### src/rtl/uart_tx_arbiter.sv
// Round-robin arbiter sharing one UART transmitter among NUM_REQ byte-stream
// requesters, with an optional per-message ID header and a stall watchdog.
module uart_tx_arbiter #(
  parameter int         NUM_REQ       = 4,
  parameter bit         HEADER_EN     = 1'b1,
  parameter logic [7:0] HEADER_BASE   = 8'hA0,
  parameter int         STALL_TIMEOUT = 1_000_000,
  localparam int        ID_W          = (NUM_REQ > 2) ? $clog2(NUM_REQ) : 1
) (
  input  logic                 clk,
  input  logic                 reset,
  input  logic [NUM_REQ*8-1:0] req_data,
  input  logic [NUM_REQ-1:0]   req_valid,
  input  logic [NUM_REQ-1:0]   req_last,
  output logic [NUM_REQ-1:0]   req_ready,
  output logic [7:0]           tx_data,
  output logic                 tx_valid,
  input  logic                 tx_ready,
  output logic [ID_W-1:0]      grant_id,
  output logic                 busy,
  output logic                 timeout_pulse
);

  localparam logic [1:0] S_IDLE   = 2'd0;
  localparam logic [1:0] S_HEADER = 2'd1;
  localparam logic [1:0] S_STREAM = 2'd2;

  localparam int              CNT_W       = (STALL_TIMEOUT > 1) ? $clog2(STALL_TIMEOUT) : 1;
  localparam bit              WD_EN       = (STALL_TIMEOUT > 0);
  localparam logic [CNT_W-1:0] STALL_LIMIT = CNT_W'((STALL_TIMEOUT > 0) ? STALL_TIMEOUT - 1 : 0);

  logic [1:0]       state;
  logic [ID_W-1:0]  last_grant;
  logic [ID_W-1:0]  winner;
  logic             found;
  logic [CNT_W-1:0] stall_cnt;
  logic             sel_valid;
  logic             sel_last;
  logic [7:0]       sel_data;
  logic             xfer;

  // Round-robin search starting just after the previous owner.
  // NOTE: every variable gets a default before any branch so no latch is inferred.
  always_comb begin
    winner = '0;
    found  = 1'b0;
    for (int k = 1; k <= NUM_REQ; k++) begin
      if (!found && req_valid[(int'(last_grant) + k) % NUM_REQ]) begin
        winner = ID_W'((int'(last_grant) + k) % NUM_REQ);
        found  = 1'b1;
      end
    end
  end

  always_comb begin
    sel_valid = 1'b0;
    sel_last  = 1'b0;
    sel_data  = '0;
    for (int i = 0; i < NUM_REQ; i++) begin
      if (grant_id == ID_W'(i)) begin
        sel_valid = req_valid[i];
        sel_last  = req_last[i];
        sel_data  = req_data[8*i +: 8];
      end
    end
  end

  always_comb begin
    tx_valid  = 1'b0;
    tx_data   = '0;
    req_ready = '0;
    case (state)
      S_HEADER: begin
        tx_valid = 1'b1;
        tx_data  = HEADER_BASE | 8'(grant_id);
      end
      S_STREAM: begin
        tx_valid = sel_valid;
        tx_data  = sel_data;
        for (int i = 0; i < NUM_REQ; i++) begin
          if (grant_id == ID_W'(i)) req_ready[i] = tx_ready;
        end
      end
      default: ;
    endcase
  end

  assign xfer          = (state == S_STREAM) && sel_valid && tx_ready;
  // A byte accepted on the limit cycle wins over the watchdog.
  assign timeout_pulse = WD_EN && (state == S_STREAM) && !xfer && (stall_cnt == STALL_LIMIT);
  assign busy          = (state != S_IDLE);

  // NOTE: sequential state uses non-blocking assignments so all registers see pre-edge values.
  always_ff @(posedge clk) begin
    if (reset) begin
      state      <= S_IDLE;
      grant_id   <= '0;
      last_grant <= ID_W'(NUM_REQ - 1);
      stall_cnt  <= '0;
    end else begin
      case (state)
        S_IDLE: begin
          if (found) begin
            grant_id  <= winner;
            state     <= HEADER_EN ? S_HEADER : S_STREAM;
            stall_cnt <= '0;
          end
        end
        S_HEADER: begin
          if (tx_ready) begin
            state     <= S_STREAM;
            stall_cnt <= '0;
          end
        end
        S_STREAM: begin
          if (xfer) begin
            stall_cnt <= '0;
            if (sel_last) begin
              last_grant <= grant_id;
              state      <= S_IDLE;
            end
          end else if (timeout_pulse) begin
            last_grant <= grant_id;
            state      <= S_IDLE;
            stall_cnt  <= '0;
          end else begin
            stall_cnt <= stall_cnt + 1'b1;
          end
        end
        default: state <= S_IDLE;
      endcase
    end
  end

endmodule
### config.mk
export PLATFORM = sky130hd
export DESIGN_NAME = uart_tx_arbiter
export DESIGN_NICKNAME = d
export VERILOG_FILES = /design/src/rtl/uart_tx_arbiter.sv
export SDC_FILE = /design/constraint.sdc
export NUM_CORES = 1
export LEC_CHECK = 0
export CAP_MARGIN = 20
export CELL_PAD_IN_SITES_DETAIL_PLACEMENT = 2
export CELL_PAD_IN_SITES_GLOBAL_PLACEMENT = 2
export CORE_ASPECT_RATIO = 0.6
export CORE_MARGIN = 1
export CORE_UTILIZATION = 25
export CTS_CLUSTER_DIAMETER = 200
export DETAILED_ROUTE_END_ITERATION = 10
export PLACE_DENSITY = 0.87
export SLEW_MARGIN = 10
export SYNTH_ARGS = -nofsm -noshare
export SYNTH_HDL_FRONTEND = slang
export SYNTH_SLANG_ARGS = --single-unit
### constraint.sdc
create_clock -name clk -period 2 [get_ports clk]
set_input_delay 0.4 -clock clk [delete_from_list [all_inputs] [get_ports clk]]
set_output_delay 0.4 -clock clk [all_outputs]
set_load 0.01 [all_outputs]
==> impl_metrics.toml, run 1 <==
[finish]
final_core_util = 0.484
layout.nets = 367
drive_above_1_share = 0.451
fin_cells = 407
synthToLayoutAreaGrowth_pct = 86.1

[synth]
synth_edf_count = 0
syn_inst = 205
synth_xor_area_frac = 0.0905
syn_area_per_cell_um2 = 8.50
async_flop_share = 0
synth_compound_area_frac = 0.0869
synth-simple-area-share = 0.309
ys_warn_count = 0
synthDistinctLibCells = 39
ys.flop_type = "dfxtp_1"
synth_top_family_by_area = "simple AND/OR/NAND/NOR gates"
yosysSeqAreaShare = 0.299
synthMuxAreaShare = 0.144
syn_area_mm2 = 0.00174
ys_seq_elements = 26
synth_fp_nets = 252
synth_adder_area_share = 0.0287

[sta]
finClkSkew_ns = 0.00452
slew_headroom = 0.536
finalSetupViolCount = 25
fmax_ghz = 0.462
setup_ws_ns = -0.162
hold_violations = 0
hold_slack_ns = 0.565
worst_pin_slew_ns = 0.694
period_needed_ns = 2.16
period_share = 1.08
rsz0062_at_grt = "yes"
drv_slew = 0

[critical_path]
cp-endpoint = "tx_data[1]"
worstPathRequired_ns = 1.60
crit_fanout = 1
rr_startpoint = "grant_id[1]"
crit_arrival_ns = 1.76
worst-r2r-setup-slack_ns = -0.10
path_class = "in2out"
worst_setup_path_end_kind = "output port"
crit_start = "req_data[17]"
startpoint_type = "input pin"
worstRegToRegCells = 6
r2r-end = "stall_cnt[8]"

[detailed_routing]
drt_iter0_drc = 71
via_count = 2160
totalWireLength_um = 10500
drc = 0
routed_via_density = 5.31
dr.pass1.iters = 4
wl_per_cell_um = 25.8
antenna_left = 0

[global_routing]
grt_max_degree = 16
antenna_found_initial = 1
grt_use_total = 0.243
overflow = 0
grt_pass1_wl_um = 12700
grt_pass1_vias = 2225

[placement]
place_inst = 392
hpwl_um = 6280
place.port_buffers = 59
routabilityCongestion = 0.801

[outcome]
violations = "setup timing"
status = "complete, but fails checks"

[cts]
cts.clk_slew.worst_paths_ns = 0.07
cts.htree.levels = 1
cts-root-buf = "clkbuf_16"
clock_sinks = 26
clock_latency_ns = 0.27
cts_buffers = 3
cts_max_path_buffers = 2
cts-hold-fix-buffers = 0
cts_tree = "built"

[power_and_ir_drop]
leakagePower_nw = 1.28
power_mw = 3.16
max-vdd-ir-drop_mv = 0.449
power_density_mw_per_mm2 = 976

[floorplan]
die_y_um = 66.7
io_pins = 60
coreArea_mm2 = 0.00671
start_util = 0.260
die_area_mm2 = 0.00732
rows = 23
die_w_um = 110

[worst_hold_path]
hold_path_depth = 2
hold_start = "last_grant[0]"
hold_path.class = "reg2reg"

[run]
drv_cap = 0
-- cells in the mapped netlist, types with 3 or more instances --
| master | instances | share of area |
|---|---|---|
| and3_1 | 3 | 0.011 |
| mux2i_1 | 6 | 0.034 |
| inv_1 | 7 | 0.015 |
| xor2_1 | 17 | 0.085 |
| buf_2 | 5 | 0.014 |
| a21oi_1 | 6 | 0.017 |
| nand3_1 | 12 | 0.034 |
| nor3_1 | 5 | 0.014 |
| ha_1 | 4 | 0.029 |
| nand4_1 | 15 | 0.054 |
| dfxtp_1 | 26 | 0.30 |
| nor2b_1 | 9 | 0.032 |
| nor2_1 | 32 | 0.069 |
| o21ai_0 | 6 | 0.017 |
| clkbuf_1 | 3 | 0.0065 |
| mux4_2 | 8 | 0.10 |
| nand2b_1 | 4 | 0.014 |
| nand2_1 | 13 | 0.028 |
-- repair_timing --
item	4_1_cts	5_1_grt
resized for setup	103	59
endpoints found under the setup margin	38	35
setup buffers	7	4
pin swaps	8	27
-- state kept, by name, indices dropped and copies added, names as in the netlist --
| signal | count |
|---|---|
| last_grant | 2 |
| stall_cnt | 20 |
| state | 2 |
| grant_id | 2 |
-- kinds of logic (layout without fill, tap and decap cells) --
group,Yosys count,count (layout)
buffers and inverters,16,130
AND/OR/NAND/NOR,104,104
multiplexers,15,15
other,0,1
AO/OA/AOI/OAI,22,22
flip-flops,26,26
XOR/XNOR,18,18
adder cells (fa/ha/maj),4,4
-- layer usage --
metal,wire length [µm],share of wire,vias to the layer above,track usage
met3,322,0.031,32,0.0362
li1,-,-,960,-
met2,5280,0.50,62,0.430
met1,4340,0.41,1106,0.295
met4,573,0.055,0,0.102
met5,0,0,-,0
-- layout by cell type, fill, tap and decap left out, drive strengths merged, types with 4 or more instances in the layout --
cell type / instances
a21oi: 6
buf: 74
clkbuf: 4
clkdlybuf4s50: 37
dfxtp: 26
dlygate4sd2: 4
ha: 4
inv: 7
mux2i: 6
mux4: 8
nand2: 13
nand2b: 4
nand3: 13
nand4: 15
nor2: 32
nor2b: 9
nor3: 5
o21ai: 6
xor2: 17
-- cell type report --
type                    count  area [µm²]
diodes                      1        2.50
clock buffers               4        88.8
fillers                   683        3460
inverters                   7        28.8
multi-input cells         163        1430
flip-flops and latches     26         536
well taps                  87         109
repair buffers            119        1050
-- critical path, cell delays in order --
cell and delay (ns):
clkdlybuf4s50_1 0.41, mux2_2 0.29, a21oi_2 0.21, o22ai_2 0.12, and2_1 0.18, buf_2 0.15
-- report_power, final --
part | switching [mW] | total, mW | internal [mW]
logic | 1.06 | 2.03 | 0.963
registers | 0.0534 | 0.624 | 0.570
clock network | 0.208 | 0.515 | 0.308
-- metrics by stage --
stage	setup slack (ns)	instance area, µm²	TNS [ns]
finish	-0.162	3240	-1.35
global route	-0.192	3240	-2.55
CTS	-0.0444	2990	-0.0733
detailed placement	-0.858	2780	-12.79
global placement	-0.803	2780	-9.73
floorplan	0.0593	1740	0
-- worst min path at each step --
stage	end
final	last_grant[0]
after global routing	stall_cnt[19]
after CTS	stall_cnt[19]
after detailed placement	stall_cnt[19]
after global placement	stall_cnt[19]
after floorplan	stall_cnt[1]
Power figures use the tool's default switching activity.
==> inputs of run 2 (changes only) <==
Clock period 2 ns to 2.6 ns, I/O delays scaled along.
==> run 2 against run 1 <==
- design area down 18%
- die area unchanged
- the run now ends clean
- largest cell class unchanged
- wire length down 37%
- via count down 14%
- total power down 40%
- non-clock buffer count down 42
- critical endpoint is now tx_data[5]
- sequential share of layout area up 3.0 points
- count of clock-buffer cells in the layout down 1
- register-to-register slack better by 0.62 ns
- cell count down 11%
==> impl_metrics.toml, run 2 (same netlist as run 1, synthesis figures left out) <==
[global_routing]
grt_use_total = 0.186
overflow = 0
grt_max_degree = 17
antenna_found_initial = 0
grt_pass1_vias = 1974
grt_pass1_wl_um = 10300

[critical_path]
worst-r2r-setup-slack_ns = 0.52
crit_arrival_ns = 2.02
worst_setup_path_end_kind = "output port"
r2r-end = "stall_cnt[7]"
rr_startpoint = "state[1]"
cpMostUsedCell = "clkdlybuf4s50_1"
max_stage_delay_ns = 0.49
path_class = "in2out"
cp.buffers_inverters = 2
cp_cell_sequence = "clkdlybuf4s50_1 > mux4_2 > nand3_1 > nand2_1 > clkdlybuf4s50_1"
cp_top_family = "buffers and inverters"
slowest_stage = "clkdlybuf4s50_1"
crit_start = "req_data[21]"
cp-endpoint = "tx_data[5]"
worstPathRequired_ns = 2.08
startpoint_type = "input pin"
crit_fanout = 1
worstRegToRegCells = 9
worstSetupPathDepth = 5

[placement]
routabilityCongestion = 0.708
hpwl_um = 5360
place.port_buffers = 59
placed_area_mm2 = 0.00255
dp_slack_ns = -0.443

[finish]
num_antenna_cells = 0
layout.nets = 325
final_cell_area_mm2 = 0.00267
largest_register = "stall_cnt"
drive_above_1_share = 0.152
largest_reg_flops = 20
synthToLayoutAreaGrowth_pct = 53.4
fillCellCount = 746
final_common_cell = "clkdlybuf4s50_1"
final_cell_mix = "clkdlybuf4s50_1 (50), nor2_1 (32), dfxtp_1 (25)"

[floorplan]
start_util = 0.260
die_y_um = 66.7
die_w_um = 110
io_pins = 60
coreArea_mm2 = 0.00671
die_area_mm2 = 0.00732
rows = 23

[cts]
clock_latency_ns = 0.27
cts-hold-fix-buffers = 0
cts_buffers = 3
cts.htree.levels = 1
cts-root-buf = "clkbuf_16"
cts.clk_slew.worst_paths_ns = 0.07
cts_max_path_buffers = 2
clock_sinks = 26
cts_tree = "built"
post-cts-setup-buffer-count = 0

[worst_hold_path]
hold_path.class = "reg2reg"

[detailed_routing]
wl_per_cell_um = 18.3
routed_via_density = 5.13
dr.pass1.iters = 4
antenna_left = 0
totalWireLength_um = 6670
via_count = 1868
drc = 0
drt_iter0_drc = 42

[sta]
worst_pin_slew_ns = 0.538
hold_violations = 0
slew_headroom = 0.640
setup_ws_ns = 0.0583
finalSetupViolCount = 0
drv_slew = 0
finClkSkew_ns = 0.0115
period_share = 0.978
fmax_ghz = 0.393
rsz0062_at_grt = "no"
period_needed_ns = 2.54

[power_and_ir_drop]
power_mw = 1.91
leakagePower_nw = 1.06
power_density_mw_per_mm2 = 715
max-vdd-ir-drop_mv = 0.275

[run]
drv_cap = 0

[outcome]
status = "finished clean"
==> run 2: metrics by stage <==
step                instances  TNS [ns]  utilization  hold slack, ns
floorplan                 205         0            -           0.462
global placement          360    -0.633        0.380           0.482
detailed placement        360    -0.721        0.380           0.511
CTS                       364         0        0.396           0.527
global route              364         0        0.399           0.535
finish                    364         0        0.399           0.523
==> run 2: worst min path at each step <==
| stage | to | slack (ns) | startpoint | cells after the start |
|---|---|---|---|---|
| floorplan | stall_cnt[1] | 0.46 | stall_cnt[1] | 2 |
| global placement | state[0] | 0.48 | state[0] | 2 |
| detailed placement | stall_cnt[1] | 0.51 | stall_cnt[1] | 2 |
| CTS | stall_cnt[1] | 0.53 | stall_cnt[1] | 2 |
| global route | state[0] | 0.53 | state[0] | 2 |
| finish | stall_cnt[1] | 0.52 | stall_cnt[1] | 2 |
==> run 2: metal layers <==
layer,share of wire,track usage
met2,0.47,0.318
met1,0.49,0.249
met3,0.036,0.0382
met4,0.0057,0.0183
met5,0,0
==> run 2: layout make-up <==
class                      instances  area (µm²)  share of cell area
multi-input combinational        163        1180               0.440
clock inverter                     1        30.0              0.0112
clock buffer                       3        75.1              0.0281
inverter                           7        26.3             0.00983
tap                               87         109              0.0407
sequential                        26         522               0.195
timing repair buffer              77         734               0.275
==> run 2: worst min-delay path, delay by kind of cell, from the launching register on <==
kind	cells	cell delay, ns
compound gates	1	0.06
simple gates	1	0.07
flops	1	0.35
==> run 2: timing repair <==
action,4_1_cts,5_1_grt
endpoints found under the setup margin,4,8
gates resized for setup,12,8
pin swaps,0,1
==> run 2: where the power goes <==
group	switching, mW	internal (mW)	total [mW]
clock	0.148	0.307	0.454
combinational	0.536	0.464	1.00
sequential	0.0298	0.427	0.457
==> inputs of run 3 (changes only) <==
Settings changed: CELL_PAD_IN_SITES_DETAIL_PLACEMENT 2 to default, CELL_PAD_IN_SITES_GLOBAL_PLACEMENT 2 to default, PLACE_DENSITY 0.87 to 0.58, SLEW_MARGIN 10 to default.
==> run 3 against run 2 <==
- combinational power decreased by 11%
- die area unchanged
- sequential share of layout area increased by 0.43 points
- design area decreased by 1.7%
- wire length decreased by 28%
- largest power group unchanged
==> impl_metrics.toml, run 3 (same netlist as run 1, synthesis figures left out) <==
[finish]
fillCellCount = 678
layout.nets = 323
largest_register = "stall_cnt"
num_antenna_cells = 0
synthToLayoutAreaGrowth_pct = 50.8
multiInputGateArea_mm2 = 0.00117
final_cell_mix = "clkdlybuf4s50_1 (54), nor2_1 (32), dfxtp_1 (25)"
final_common_cell = "clkdlybuf4s50_1"
drive_above_1_share = 0.142
regArea_um2 = 524
largest_reg_flops = 20

[cts]
cts_buffers = 3
cts-root-buf = "clkbuf_16"
cts_tree = "built"
clock_latency_ns = 0.26
cts_max_path_buffers = 2
cts.htree.levels = 1
cts.clk_slew.worst_paths_ns = 0.06
clock_sinks = 26

[detailed_routing]
routed_via_density = 4.78
wl_per_cell_um = 13.3
drc = 0
antenna_left = 0
drt_iter0_drc = 128
dr.pass1.iters = 4
routed-wl-met3_um = 315
wl_met1_um = 2650
route.met2.wl_um = 1840
via_count = 1729
totalWireLength_um = 4810
routed.top_layer = "met4"

[sta]
rsz0062_at_grt = "no"
fmax_ghz = 0.395
period_share = 0.973
worst_pin_slew_ns = 0.736
hold_violations = 0
finClkSkew_ns = 0.00580
slew_headroom = 0.509
hold_slack_ns = 0.499
finalSetupViolCount = 0
drv_slew = 0
setup-tns-final_ns = 0
period_needed_ns = 2.53

[placement]
hpwl_um = 3890
place.port_buffers = 59
routabilityCongestion = 0.761

[worst_hold_path]
hold_path_end = "stall_cnt[1]"
hold_path.class = "reg2reg"
hold_start = "stall_cnt[1]"
hold_path_depth = 2

[global_routing]
grt_max_degree = 20
grt_pass1_wl_um = 7590
grt_use_total = 0.133
overflow = 0
antenna_found_initial = 0
grt_pass1_vias = 1487

[floorplan]
coreArea_mm2 = 0.00671
rows = 23
io_pins = 60
die_area_mm2 = 0.00732
die_w_um = 110
start_util = 0.260
die_y_um = 66.7

[run]
drv_cap = 0

[critical_path]
r2r-end = "stall_cnt[7]"
worstPathRequired_ns = 2.08
crit_arrival_ns = 2.01
rr_startpoint = "state[0]"
path_class = "in2out"
worst_setup_path_end_kind = "output port"
worstRegToRegCells = 7
crit_fanout = 1
worst-r2r-setup-slack_ns = 0.33
startpoint_type = "input pin"

[outcome]
status = "finished clean"

[power_and_ir_drop]
power_density_mw_per_mm2 = 656
max-vdd-ir-drop_mv = 0.341
leakagePower_nw = 0.973
## run 3: power by group
| part | switching [mW] | internal (mW) | leakage, nW | total, mW |
|---|---|---|---|---|
| sequential | 0.0314 | 0.430 | 0.211 | 0.461 |
| clock | 0.133 | 0.235 | 0.0442 | 0.369 |
| combinational | 0.468 | 0.425 | 0.718 | 0.894 |
| total | 0.633 | 1.09 | 0.973 | 1.72 |
## run 3: how the worst max path moves through the flow
stage	startpoint	end	slack (ns)	cells past startpoint
after floorplan	grant_id[1]	timeout_pulse	0.54	4
after global placement	req_valid[3]	timeout_pulse	-0.38	5
after detailed placement	req_valid[3]	timeout_pulse	-0.41	5
after CTS	req_valid[3]	tx_valid	0.02	6
after global routing	state[0]	tx_data[0]	0.009	7
final	req_data[31]	tx_data[7]	0.07	5
## run 3: cell type report
| cell class | instances | area share |
|---|---|---|
| Tap cell | 87 | 0.0414 |
| Multi-Input combinational cell | 163 | 0.444 |
| Inverter | 7 | 0.0100 |
| Timing Repair Buffer | 75 | 0.271 |
| Clock buffer | 4 | 0.0338 |
| Sequential cell | 26 | 0.199 |
## run 3: routing by layer
layer | vias to the layer above | track usage
met5 | - | 0
met4 | 0 | 0.00500
met3 | 2 | 0.0323
met2 | 50 | 0.172
met1 | 798 | 0.219
li1 | 879 | -
## run 3: what timing repair did
action / 4_1_cts / 5_1_grt
pin swaps: 0 / 1
gates cloned: 0 / 0
hold buffers: 0 / 0
setup buffers: 0 / 0
endpoints found under the setup margin: 9 / 4
endpoints found under the hold margin: 0 / 0
gates resized for setup: 13 / 4
## run 3: critical path, stage by stage
cell and delay, ns:
clkdlybuf4s50_1 0.39, mux4_2 0.46, nand3_1 0.10, nand2_1 0.06, clkdlybuf4s50_1 0.48
## run 3: through the flow
step	util	setup WS (ns)	instances	power, mW	cell area [µm²]
5_1_grt	0.392	0.00916	362	1.83	2630
3_3_place_gp	0.376	-0.377	358	1.33	2520
2_1_floorplan	-	0.539	205	0.994	1740
4_1_cts	0.391	0.0226	362	1.73	2620
3_5_place_dp	0.376	-0.411	358	1.35	2520
6_report	0.392	0.0708	362	1.72	2630
